File: config.mk
export PLATFORM = sky130hd
export DESIGN_NAME = pipe_hazard_scoreboard_flat
export DESIGN_NICKNAME = d
export VERILOG_FILES = /design/src/rtl/pipe_hazard_scoreboard_if.sv /design/src/rtl/pipe_hazard_scoreboard.sv /design/src/flat_wrapper.sv
export SDC_FILE = /design/constraint.sdc
export NUM_CORES = 1
export LEC_CHECK = 0
export CORE_UTILIZATION = 49
export CTS_CLUSTER_DIAMETER = 200
export DETAILED_ROUTE_END_ITERATION = 16
export PLACE_DENSITY = 0.88
export SYNTH_ARGS = -nofsm -noshare
export SYNTH_HDL_FRONTEND = slang
export SYNTH_SLANG_ARGS = --single-unit
File: constraint.sdc
create_clock -name clk -period 2.3 [get_ports clk]
set_input_delay 0.46 -clock clk [delete_from_list [all_inputs] [get_ports clk]]
set_output_delay 0.46 -clock clk [all_outputs]
set_load 0.05 [all_outputs]
File: src/rtl/pipe_hazard_scoreboard_if.sv
// ---------------------------------------------------------------------------
// pipe_hazard_scoreboard_if
// Bundle between the pipeline decode/execute logic and the hazard scoreboard.
//   master : pipeline side. Drives the ID-stage instruction description and
//            ex_redirect, and receives stall/flush/forward/bypass/counter.
//   slave  : scoreboard side (pipe_hazard_scoreboard). Direction mirrored.
// Signals:
//   id_valid, id_rs, id_rt, id_rs_used, id_rt_used, id_wr_en, id_wr_reg,
//   id_is_load : instruction currently in ID
//   ex_redirect : taken branch/jump resolved in EX
//   stall, flush_if_id, flush_id_ex : pipeline control
//   fwd_a, fwd_b : EX operand source select (0 = ID/EX value, k = stage k)
//   rf_bypass_a, rf_bypass_b : ID register read takes the WB write data
//   stall_cnt : saturating stall-cycle counter
// ---------------------------------------------------------------------------
interface pipe_hazard_scoreboard_if #(
  parameter int REG_AW = 5,
  parameter int FW     = 2,
  parameter int CNT_W  = 16
);
  logic              id_valid;
  logic [REG_AW-1:0] id_rs;
  logic [REG_AW-1:0] id_rt;
  logic              id_rs_used;
  logic              id_rt_used;
  logic              id_wr_en;
  logic [REG_AW-1:0] id_wr_reg;
  logic              id_is_load;
  logic              ex_redirect;
  logic              stall;
  logic              flush_if_id;
  logic              flush_id_ex;
  logic [FW-1:0]     fwd_a;
  logic [FW-1:0]     fwd_b;
  logic              rf_bypass_a;
  logic              rf_bypass_b;
  logic [CNT_W-1:0]  stall_cnt;

  modport master (
    output id_valid, id_rs, id_rt, id_rs_used, id_rt_used,
           id_wr_en, id_wr_reg, id_is_load, ex_redirect,
    input  stall, flush_if_id, flush_id_ex, fwd_a, fwd_b,
           rf_bypass_a, rf_bypass_b, stall_cnt
  );

  modport slave (
    input  id_valid, id_rs, id_rt, id_rs_used, id_rt_used,
           id_wr_en, id_wr_reg, id_is_load, ex_redirect,
    output stall, flush_if_id, flush_id_ex, fwd_a, fwd_b,
           rf_bypass_a, rf_bypass_b, stall_cnt
  );
endinterface

File: src/rtl/pipe_hazard_scoreboard.sv
// ---------------------------------------------------------------------------
// pipe_hazard_scoreboard
// Hazard and forwarding controller for the in-order MIPS pipeline. A shift
// register holds one {valid, wr, reg, load} entry per stage after ID
// (entry 0 = EX, entry DEPTH-1 = WB). Matching the ID source operands against
// it yields the load-use / WB stall, the flushes on redirect and the EX
// forward selects, which are registered at issue so they are valid while the
// instruction sits in EX.
// Ports:
//   clk   : rising-edge clock
//   reset : asynchronous active-low reset
//   bus   : pipe_hazard_scoreboard_if.slave (ID instruction in, controls out)
// Optional feature macro: PIPE_HAZARD_RF_BYPASS_EN
//   defined   : a WB-stage match asserts rf_bypass_a/b instead of stalling
//   undefined : rf_bypass_a/b are 0 and a WB-stage match stalls one cycle
// ---------------------------------------------------------------------------
module pipe_hazard_scoreboard #(
  parameter int REG_AW     = 5,
  parameter int DEPTH      = 3,
  parameter int LOAD_STAGE = 1,
  parameter int FW         = $clog2(DEPTH),
  parameter int CNT_W      = 16
) (
  input logic                     clk,
  input logic                     reset,
  pipe_hazard_scoreboard_if.slave bus
);

  logic [DEPTH-1:0]  ent_valid_q;
  logic [DEPTH-1:0]  ent_wr_q;
  logic [DEPTH-1:0]  ent_load_q;
  logic [REG_AW-1:0] ent_reg_q [DEPTH];

  logic [DEPTH-1:0]  match_a_s;
  logic [DEPTH-1:0]  match_b_s;
  logic              load_hz_s;
  logic              stall_s;
  logic              issue_s;
  logic              byp_a_s;
  logic              byp_b_s;

  logic              ent0_valid_d;
  logic              ent0_wr_d;
  logic              ent0_load_d;
  logic [REG_AW-1:0] ent0_reg_d;

  logic [FW-1:0]     fwd_a_d, fwd_a_q;
  logic [FW-1:0]     fwd_b_d, fwd_b_q;
  logic [CNT_W-1:0]  stall_cnt_d, stall_cnt_q;

  // Operand-vs-entry matching and load-use hazard detection.
  always_comb begin
    match_a_s = {DEPTH{1'b0}};
    match_b_s = {DEPTH{1'b0}};
    load_hz_s = 1'b0;
    for (int j = 0; j < DEPTH; j++) begin
      // Register 0 is hard-wired zero, so it never creates a dependency.
      match_a_s[j] = ent_valid_q[j] & ent_wr_q[j] &
                     (ent_reg_q[j] != {REG_AW{1'b0}}) &
                     (ent_reg_q[j] == bus.id_rs) & bus.id_rs_used;
      match_b_s[j] = ent_valid_q[j] & ent_wr_q[j] &
                     (ent_reg_q[j] != {REG_AW{1'b0}}) &
                     (ent_reg_q[j] == bus.id_rt) & bus.id_rt_used;
    end
    // Loads younger than LOAD_STAGE have no data yet, so nothing can forward.
    for (int j = 0; j < LOAD_STAGE; j++) begin
      load_hz_s = load_hz_s | (ent_load_q[j] & (match_a_s[j] | match_b_s[j]));
    end
  end

`ifdef PIPE_HAZARD_RF_BYPASS_EN
  // WB match is served by the register-file write-data bypass, no stall.
  always_comb begin
    byp_a_s = bus.id_valid & match_a_s[DEPTH-1];
    byp_b_s = bus.id_valid & match_b_s[DEPTH-1];
    stall_s = bus.id_valid & ~bus.ex_redirect & load_hz_s;
  end
`else
  // WB match stalls: RF write and read share the cycle without a bypass.
  always_comb begin
    byp_a_s = 1'b0;
    byp_b_s = 1'b0;
    stall_s = bus.id_valid & ~bus.ex_redirect &
              (load_hz_s | match_a_s[DEPTH-1] | match_b_s[DEPTH-1]);
  end
`endif

  // Issue decision, new EX entry, forward selects and counter next state.
  always_comb begin
    issue_s      = bus.id_valid & ~stall_s & ~bus.ex_redirect;
    ent0_valid_d = issue_s;
    ent0_wr_d    = issue_s & bus.id_wr_en;
    ent0_load_d  = issue_s & bus.id_is_load;
    ent0_reg_d   = issue_s ? bus.id_wr_reg : {REG_AW{1'b0}};
    fwd_a_d      = {FW{1'b0}};
    fwd_b_d      = {FW{1'b0}};
    if (issue_s) begin
      // Scan oldest to youngest so the youngest producer overwrites last.
      for (int j = DEPTH - 2; j >= 0; j--) begin
        fwd_a_d = match_a_s[j] ? FW'(j + 1) : fwd_a_d;
        fwd_b_d = match_b_s[j] ? FW'(j + 1) : fwd_b_d;
      end
    end else begin
      fwd_a_d = {FW{1'b0}};
      fwd_b_d = {FW{1'b0}};
    end
    if (stall_s && (stall_cnt_q != {CNT_W{1'b1}})) begin
      stall_cnt_d = stall_cnt_q + CNT_W'(1);
    end else begin
      stall_cnt_d = stall_cnt_q;
    end
  end

  // Scoreboard shift register, forward-select and counter registers.
  always_ff @(posedge clk or negedge reset) begin
    if (!reset) begin
      ent_valid_q <= {DEPTH{1'b0}};
      ent_wr_q    <= {DEPTH{1'b0}};
      ent_load_q  <= {DEPTH{1'b0}};
      for (int i = 0; i < DEPTH; i++) begin
        ent_reg_q[i] <= {REG_AW{1'b0}};
      end
      fwd_a_q     <= {FW{1'b0}};
      fwd_b_q     <= {FW{1'b0}};
      stall_cnt_q <= {CNT_W{1'b0}};
    end else begin
      ent_valid_q <= {ent_valid_q[DEPTH-2:0], ent0_valid_d};
      ent_wr_q    <= {ent_wr_q[DEPTH-2:0], ent0_wr_d};
      ent_load_q  <= {ent_load_q[DEPTH-2:0], ent0_load_d};
      for (int i = 1; i < DEPTH; i++) begin
        ent_reg_q[i] <= ent_reg_q[i-1];
      end
      ent_reg_q[0] <= ent0_reg_d;
      fwd_a_q      <= fwd_a_d;
      fwd_b_q      <= fwd_b_d;
      stall_cnt_q  <= stall_cnt_d;
    end
  end

  assign bus.stall       = stall_s;
  assign bus.flush_if_id = bus.ex_redirect;
  assign bus.flush_id_ex = bus.ex_redirect;
  assign bus.fwd_a       = fwd_a_q;
  assign bus.fwd_b       = fwd_b_q;
  assign bus.rf_bypass_a = byp_a_s;
  assign bus.rf_bypass_b = byp_b_s;
  assign bus.stall_cnt   = stall_cnt_q;

endmodule

File: src/flat_wrapper.sv
// flat-port wrapper written by rule: the top's interface ports become plain ports
module pipe_hazard_scoreboard_flat 
#(
  parameter int REG_AW     = 5,
  parameter int DEPTH      = 3,
  parameter int LOAD_STAGE = 1,
  parameter int FW         = $clog2(DEPTH),
  parameter int CNT_W      = 16
)
  (clk, reset, bus_id_valid, bus_id_rs, bus_id_rt, bus_id_rs_used, bus_id_rt_used, bus_id_wr_en, bus_id_wr_reg, bus_id_is_load, bus_ex_redirect, bus_stall, bus_flush_if_id, bus_flush_id_ex, bus_fwd_a, bus_fwd_b, bus_rf_bypass_a, bus_rf_bypass_b, bus_stall_cnt);
  pipe_hazard_scoreboard_if #(.REG_AW(REG_AW), .FW(FW), .CNT_W(CNT_W)) bus_i ();
  input logic clk;
  input logic reset;
  input wire logic [$bits(bus_i.id_valid)-1:0] bus_id_valid;
  input wire logic [$bits(bus_i.id_rs)-1:0] bus_id_rs;
  input wire logic [$bits(bus_i.id_rt)-1:0] bus_id_rt;
  input wire logic [$bits(bus_i.id_rs_used)-1:0] bus_id_rs_used;
  input wire logic [$bits(bus_i.id_rt_used)-1:0] bus_id_rt_used;
  input wire logic [$bits(bus_i.id_wr_en)-1:0] bus_id_wr_en;
  input wire logic [$bits(bus_i.id_wr_reg)-1:0] bus_id_wr_reg;
  input wire logic [$bits(bus_i.id_is_load)-1:0] bus_id_is_load;
  input wire logic [$bits(bus_i.ex_redirect)-1:0] bus_ex_redirect;
  output wire logic [$bits(bus_i.stall)-1:0] bus_stall;
  output wire logic [$bits(bus_i.flush_if_id)-1:0] bus_flush_if_id;
  output wire logic [$bits(bus_i.flush_id_ex)-1:0] bus_flush_id_ex;
  output wire logic [$bits(bus_i.fwd_a)-1:0] bus_fwd_a;
  output wire logic [$bits(bus_i.fwd_b)-1:0] bus_fwd_b;
  output wire logic [$bits(bus_i.rf_bypass_a)-1:0] bus_rf_bypass_a;
  output wire logic [$bits(bus_i.rf_bypass_b)-1:0] bus_rf_bypass_b;
  output wire logic [$bits(bus_i.stall_cnt)-1:0] bus_stall_cnt;
  assign bus_i.id_valid = bus_id_valid;
  assign bus_i.id_rs = bus_id_rs;
  assign bus_i.id_rt = bus_id_rt;
  assign bus_i.id_rs_used = bus_id_rs_used;
  assign bus_i.id_rt_used = bus_id_rt_used;
  assign bus_i.id_wr_en = bus_id_wr_en;
  assign bus_i.id_wr_reg = bus_id_wr_reg;
  assign bus_i.id_is_load = bus_id_is_load;
  assign bus_i.ex_redirect = bus_ex_redirect;
  assign bus_stall = bus_i.stall;
  assign bus_flush_if_id = bus_i.flush_if_id;
  assign bus_flush_id_ex = bus_i.flush_id_ex;
  assign bus_fwd_a = bus_i.fwd_a;
  assign bus_fwd_b = bus_i.fwd_b;
  assign bus_rf_bypass_a = bus_i.rf_bypass_a;
  assign bus_rf_bypass_b = bus_i.rf_bypass_b;
  assign bus_stall_cnt = bus_i.stall_cnt;
  pipe_hazard_scoreboard #(.REG_AW(REG_AW), .DEPTH(DEPTH), .LOAD_STAGE(LOAD_STAGE), .FW(FW), .CNT_W(CNT_W)) u_core (.clk(clk), .reset(reset), .bus(bus_i));
endmodule
# After elaboration in Yosys (flattened, before gate mapping)
# Index checks and enable logic that the tools add are counted.
classes:
  bitwise_logic: 30
  n_eq_ne: 7
  addsub: 1
  n_reduce_logical: 4
  mux: 7
op_table:
  columns: ["cell", "count"]
  rows:
  - ["== test 5 bit", 6]
  - ["AND 1 bit", 25]
  - ["adder 16 x 1 -> 16 bit, second input constant", 1]
  - ["!= test 16 bit, second input constant", 1]
  - ["nonzero test 5 bit", 3]
  - ["two-way mux 2 bit", 6]
  - ["two-way mux 5 bit", 1]
  - ["OR 1 bit", 3]
  - ["inverter 1 bit", 2]
  - ["logical AND 1 bit", 1]
totals:
  input_bits: 23
  regBits: 42
  output_inout_bits: 25
  elab_cells: 58

# Depth between registers and ports, before layout
logic_depth:
  depth_word: 13
  mapped_depth: 9
  mapped_depth_nobuf: 8

# Worst setup path before layout
# OpenSTA, ideal clock, no wires.
synth_timing:
  path_type: "input-to-reg"
  from: "input port bus_id_rt[4]"
  to: "register u_core.stall_cnt_q[15], in the netlist u_core.bus.stall_cnt[15]"
  arrival_time_ns: 2.145
  path_buffers: 0
  stages: 7
  setup_slack_ns: 0.001
  required_time_ns: 2.146
  cell_sequence: "xor2_1 -> nor4_1 -> and3_2 -> o211ai_4 -> a21oi_2 -> and4_1 -> a31oi_1"
synth_via:
  elab_chain_cells: 9
  elab_cells_between_ends: 12
  cone_classes: "2 x eq/ne; 9 x bitwise; 1 x reduce/logical"
synth_lines:
  columns: ["item", "line_no", "rtl"]
  rows:
  - ["start, declared", "flat_wrapper.sv:16", "input wire logic [$bits(bus_i.id_rt)-1:0] bus_id_rt;"]
  - ["== test 5 bit", "pipe_hazard_scoreboard.sv:63", "(ent_reg_q[j] == bus.id_rt) & bus.id_rt_used;"]
  - ["AND 1 bit", "pipe_hazard_scoreboard.sv:62", "(ent_reg_q[j] != {REG_AW{1'b0}}) &"]
  - ["AND 1 bit", "pipe_hazard_scoreboard.sv:63", null]
  - ["OR 1 bit", "pipe_hazard_scoreboard.sv:67", "load_hz_s = load_hz_s | (ent_load_q[j] & (match_a_s[j] | match_b_s[j]));"]
  - ["AND 1 bit", "pipe_hazard_scoreboard.sv:67", null]
  - ["OR 1 bit", "pipe_hazard_scoreboard.sv:84", "(load_hz_s | match_a_s[DEPTH-1] | match_b_s[DEPTH-1]);"]
  - ["OR 1 bit (*)", "pipe_hazard_scoreboard.sv:84", null]
  - ["AND 1 bit (*)", "pipe_hazard_scoreboard.sv:83", "stall_s = bus.id_valid & ~bus.ex_redirect &"]
  - ["named net bus_stall", "flat_wrapper.sv:23", "output wire logic [$bits(bus_i.stall)-1:0] bus_stall;"]
  - ["logical AND 1 bit (*)", "pipe_hazard_scoreboard.sv:107", "if (stall_s && (stall_cnt_q != {CNT_W{1'b1}})) begin"]
  - ["end signal, assigned", "pipe_hazard_scoreboard.sv:125", "stall_cnt_q <= {CNT_W{1'b0}};"]
  - ["end signal, assigned", "pipe_hazard_scoreboard.sv:136", "stall_cnt_q <= stall_cnt_d;"]
  - ["end, declared", "pipe_hazard_scoreboard.sv:49", "logic [CNT_W-1:0] stall_cnt_d, stall_cnt_q;"]
# Mark *: on every way through the listed nets, which the timed path passes. The rest lies on a longest branch.
# A chain may end at the register's enable or synchronous reset.

# Worst setup path in the final report
layout_timing:
  from: "input port bus_id_rt[2]"
  to: "output port bus_stall"
layout_via:
  elab_chain_cells: 8
  elab_cells_between_ends: 11
  cone_classes: "2 x eq/ne; 9 x bitwise"
layout_lines:
  columns: ["item", "line_no"]
  rows:
  - ["== test 5 bit", "pipe_hazard_scoreboard.sv:63"]
  - ["AND 1 bit", "pipe_hazard_scoreboard.sv:62"]
  - ["AND 1 bit", "pipe_hazard_scoreboard.sv:63"]
  - ["OR 1 bit", "pipe_hazard_scoreboard.sv:67"]
  - ["AND 1 bit", "pipe_hazard_scoreboard.sv:67"]
  - ["OR 1 bit", "pipe_hazard_scoreboard.sv:84"]
  - ["OR 1 bit (*)", "pipe_hazard_scoreboard.sv:84"]
  - ["AND 1 bit (*)", "pipe_hazard_scoreboard.sv:83"]
  - ["end, declared", "flat_wrapper.sv:23"]
# Mark *: on every way between the ends. The rest lies on a longest branch, timed or not.

==> impl_results.html <==
<table>
<tr><th>Metric</th><th>Value</th></tr>
<tr><th colspan="2">Power and ir drop</th></tr>
<tr><td>Share of power burned in registers</td><td>between 50% and 60%</td></tr>
<tr><td>Proportion of power drawn by the clock network</td><td>37.7%</td></tr>
<tr><td>Max rail drop VDD</td><td>between 0.0004 and 0.0005 V</td></tr>
<tr><td>Total power</td><td>between 1.5 and 2 mW</td></tr>
<tr><td>Net Sw Frac</td><td>between 20% and 30%</td></tr>
<tr><td>Areal power density over the cells</td><td>540 mW/mm²</td></tr>
<tr><td>Logic gate share of total power</td><td>roughly 11%</td></tr>
<tr><td>Internal Power</td><td>roughly 1.2 mW</td></tr>
<tr><td>Leakage dissipation</td><td>about 1.3 nW</td></tr>
<tr><td>Net switching power</td><td>0.346 mW</td></tr>
<tr><th colspan="2">Cells and area</th></tr>
<tr><td>Net count of the finished layout</td><td>between 200 and 300</td></tr>
<tr><td>Sequential cell area</td><td>0.00105 mm²</td></tr>
<tr><td>Area used by multi-input combinational logic</td><td>between 800 and 900 µm²</td></tr>
<tr><td>Number of diodes added for antenna fixing</td><td>0</td></tr>
<tr><td>Share of post-route cells with drive strength above 1</td><td>approximately a fifth</td></tr>
<tr><td>Filler instances</td><td>259</td></tr>
<tr><td>Post-layout util</td><td>between 70% and 80%</td></tr>
<tr><td>Layout overhead on the synthesized area</td><td>43.4%</td></tr>
<tr><th colspan="2">Detailed routing</th></tr>
<tr><td>Avg Vias per Cell</td><td>5.28</td></tr>
<tr><td>Number of vias after detailed routing</td><td>1522</td></tr>
<tr><td>Count of unresolved DRC violations after routing</td><td>0</td></tr>
<tr><td>Average wire length per cell after detail routing</td><td>roughly 15 µm</td></tr>
<tr><td>1st-iter DRT viols</td><td>~110</td></tr>
<tr><td>Antenna violation net count after detailed routing</td><td>0</td></tr>
<tr><td>Aggregate routed wire length</td><td>~4400 µm</td></tr>
<tr><td>Number of detailed-routing iterations run before antenna repair</td><td>4</td></tr>
<tr><th colspan="2">Floorplanning</th></tr>
<tr><td>Area enclosed by the die boundary</td><td>about 0.0043 mm²</td></tr>
<tr><td>Cell row count</td><td>22</td></tr>
<tr><td>Die Height</td><td>65.2 µm</td></tr>
<tr><td>Number of top-level pins</td><td>48</td></tr>
<tr><td>Chip width</td><td>roughly 65 µm</td></tr>
<tr><td>Initial cell density of the core</td><td>52.3%</td></tr>
<tr><td>Core area</td><td>0.00374 mm²</td></tr>
<tr><th colspan="2">Synth</th></tr>
<tr><td>Top cells by instance count after synthesis</td><td>42 x sky130_fd_sc_hd__dfrtp_1, 26 x sky130_fd_sc_hd__xnor2_1, 17 x sky130_fd_sc_hd__xor2_1</td></tr>
<tr><td>Predominant post-synthesis flop cell</td><td>sky130_fd_sc_hd__dfrtp_1</td></tr>
<tr><td>Async set-reset flop share out of synthesis</td><td>100%</td></tr>
<tr><td>Dominant cell by count in the synthesized netlist</td><td>sky130_fd_sc_hd__dfrtp_1</td></tr>
<tr><td>Number of storage elements in the synthesis netlist</td><td>between 40 and 50</td></tr>
<tr><td>Seq/Total Area, Yosys</td><td>a little over half</td></tr>
<tr><td>Leading cell types by total area after synthesis</td><td>sky130_fd_sc_hd__dfrtp_1 54%, sky130_fd_sc_hd__xnor2_1 12%, sky130_fd_sc_hd__xor2_1 7.6%</td></tr>
<tr><td>Fraction of synthesized cell area taken by the top area cell type</td><td>around 54%</td></tr>
<tr><td>Number of warnings printed during yosys synthesis</td><td>0</td></tr>
<tr><td>Distinct cells, synth</td><td>31</td></tr>
<tr><td>Area leader, netlist</td><td>sky130_fd_sc_hd__dfrtp_1</td></tr>
<tr><td>Count of flip-flops with a built-in enable after synthesis</td><td>0</td></tr>
<tr><td>Cell area after synthesis</td><td>0.00196 mm²</td></tr>
<tr><td>Mean area per synthesized cell</td><td>~12 µm²</td></tr>
<tr><td>Instance count of the mapped netlist</td><td>about 170</td></tr>
<tr><th colspan="2">Clock network</th></tr>
<tr><td>Clock Latency Late Sink</td><td>300 ps</td></tr>
<tr><td>Clock tree from TritonCTS</td><td>yes</td></tr>
<tr><td>CTS buffer count</td><td>5</td></tr>
<tr><td>Number of clock sinks</td><td>between 40 and 50</td></tr>
<tr><td>Worst-case clock buffer depth</td><td>2</td></tr>
<tr><td>Clock root buffer</td><td>sky130_fd_sc_hd__clkbuf_8</td></tr>
<tr><td>CTS clock-pin slew for the worst setup and hold paths</td><td>80 ps</td></tr>
<tr><td>H-Tree Level Count</td><td>2</td></tr>
<tr><th colspan="2">Setup path</th></tr>
<tr><td>CP startpoint kind</td><td>input port</td></tr>
<tr><td>Critical path capture point type</td><td>primary output</td></tr>
<tr><td>Critical path required time</td><td>between 1500 and 2000 ps</td></tr>
<tr><td>Path type of the worst setup path</td><td>input port to primary output</td></tr>
<tr><td>Arrival time of data at the critical path endpoint</td><td>about 2000 ps</td></tr>
<tr><td>Crit Path Max Fanout</td><td>3</td></tr>
<tr><th colspan="2">Place</th></tr>
<tr><td>HPWL Detailed</td><td>3260 µm</td></tr>
<tr><td>Count of input and output buffers</td><td>45</td></tr>
<tr><td>RD Place Congestion</td><td>roughly 0.95</td></tr>
<tr><th colspan="2">STA</th></tr>
<tr><td>Share of the clock period used by the worst path</td><td>105%</td></tr>
<tr><td>Worst slew margin</td><td>around 65%</td></tr>
<tr><td>Setup repair after global routing missed its margin</td><td>true</td></tr>
<tr><td>Fin worst setup slack</td><td>-112 ps</td></tr>
<tr><td>Fin Setup TNS</td><td>-112 ps</td></tr>
<tr><td>Minimum clock period</td><td>roughly 2400 ps</td></tr>
<tr><td>Fmax</td><td>415 MHz</td></tr>
<tr><td>Number of slew-limit violations in the final report</td><td>0</td></tr>
<tr><td>Maximum clock skew at final layout</td><td>approximately 10 ps</td></tr>
<tr><td>Number of failing setup endpoints in the final timing report</td><td>1</td></tr>
<tr><td>Final-report hold violation count</td><td>0</td></tr>
<tr><td>Worst-margin pin slew</td><td>521 ps</td></tr>
<tr><th colspan="2">Global route</th></tr>
<tr><td>Largest net degree at the start of global routing</td><td>19</td></tr>
<tr><td>Global-route wire length before repair</td><td>7120 µm</td></tr>
<tr><td>Initial antenna violation count</td><td>0</td></tr>
<tr><td>Total global routing track utilization</td><td>a little under a quarter</td></tr>
<tr><td>Vias in the first global route</td><td>around 1500</td></tr>
<tr><td>Total congestion overflow</td><td>0</td></tr>
<tr><th colspan="2">Run status</th></tr>
<tr><td>Violated checks</td><td>setup timing</td></tr>
<tr><td>Result of the run</td><td>finished with violations</td></tr>
<tr><th colspan="2">Hold path</th></tr>
<tr><td>Worst Hold Class</td><td>input port to asynchronous set/reset pin</td></tr>
<tr><th colspan="2">Job</th></tr>
<tr><td>Max-cap violations</td><td>0</td></tr>
</table>
## timing repair
| item | CTS | global route |
|---|---|---|
| gates resized for setup | 14 | 9 |
| buffers inserted | 4 | 1 |
| setup endpoints to repair | 2 | 12 |
| pin swaps | 10 | 6 |
| hold buffers | 0 | 0 |
## routing by layer
layer,up-vias,track usage [%],share of wire (%)
met5,-,0,0
met4,0,7.34,1.9
met3,8,4.17,4.3
met2,48,35.4,50
met1,740,31.7,44
li1,726,-,-
## cell type report
cell class / instances / share of cell area (%)
flip-flops and latches: 42 / 37.5
multi-input cells: 118 / 32.0
repair buffers: 71 / 24.4
clock buffers: 7 / 2.72
well taps: 48 / 2.14
clock inverters: 1 / 1.07
inverters: 1 / 0.134
## kinds of logic after synthesis
logic type	after synthesis	share of synthesized area, %
AND/OR/NAND/NOR	60	17.5
XOR/XNOR	43	19.2
flip-flops	42	53.7
AO/OA/AOI/OAI	11	5.63
buffers and inverters	7	2.49
adder cells (fa/ha/maj)	1	0.639
other	1	0.192
multiplexers	1	0.575
## critical path, cell delays in order
cell,delay [ps]
sky130_fd_sc_hd__clkdlybuf4s50_1,490
sky130_fd_sc_hd__xnor2_1,130
sky130_fd_sc_hd__nand4_1,120
sky130_fd_sc_hd__o22ai_2,180
sky130_fd_sc_hd__o2111ai_4,170
sky130_fd_sc_hd__a21oi_4,240
sky130_fd_sc_hd__buf_12,160
## layout by cell type, fill, tap and decap left out, drive strengths merged, types with 2 or more instances in the layout
| master | count |
|---|---|
| nand2 | 10 |
| dfrtp | 42 |
| or4 | 2 |
| buf | 30 |
| clkdlybuf4s50 | 32 |
| nand3 | 5 |
| dlygate4sd2 | 5 |
| clkbuf | 7 |
| conb | 2 |
| nor2 | 5 |
| and4 | 2 |
| xor2 | 17 |
| a31oi | 3 |
| clkdlybuf4s15 | 4 |
| and2 | 8 |
| nor4 | 4 |
| and3 | 12 |
| o2111ai | 2 |
| nand4 | 9 |
| xnor2 | 26 |
## worst paths after layout
path,startpoint,endpoint,slack (ps),depth (start not counted)
setup / recovery,bus_id_rt[2],bus_stall,-110,7
hold / removal,reset,u_core.ent_reg_q[9]$_DFF_PN0_,30,1
setup reg to reg,u_core.ent_reg_q[13]$_DFF_PN0_,u_core.bus.stall_cnt[1]$_DFFE_PN0P_,70,8
hold reg to reg,u_core.ent_wr_q[1]$_DFF_PN0_,u_core.ent_wr_q[2]$_DFF_PN0_,380,0
max in group asynchronous,reset,u_core.ent_reg_q[6]$_DFF_PN0_,1730,2
min in group clk,u_core.ent_wr_q[1]$_DFF_PN0_,u_core.ent_wr_q[2]$_DFF_PN0_,380,0
## through the flow
| stage | std cells | worst slack (ps) | cell area (µm²) | hold WS [ps] |
|---|---|---|---|---|
| after floorplan | 167 | 0.744 | 1960 | 164 |
| after global placement | 275 | -319 | 2620 | 357 |
| after detailed placement | 275 | -356 | 2620 | 360 |
| after CTS | 287 | -83.3 | 2760 | 38.1 |
| after global routing | 288 | -171 | 2810 | 46.7 |
| final | 288 | -112 | 2810 | 29.9 |
## sequential cells by signal (all words and copies together) (netlist names)
register              count
u_core.ent_wr_q           3
u_core.ent_load_q         1
u_core.bus.fwd_a          2
u_core.bus.stall_cnt     16
u_core.ent_valid_q        3
u_core.ent_reg_q         15
u_core.bus.fwd_b          2
## power by group through the flow
stage / Combinational (mW) / Sequential [mW] / Clock [mW]
6_report: 0.171 / 0.773 / 0.571
3_5_place_dp: 0.167 / 0.787 / 0
5_1_grt: 0.185 / 0.775 / 0.622
4_1_cts: 0.167 / 0.772 / 0.575
2_1_floorplan: 0.0701 / 0.781 / 0
3_3_place_gp: 0.164 / 0.787 / 0
Note: power is estimated with default switching activity, not from simulation.
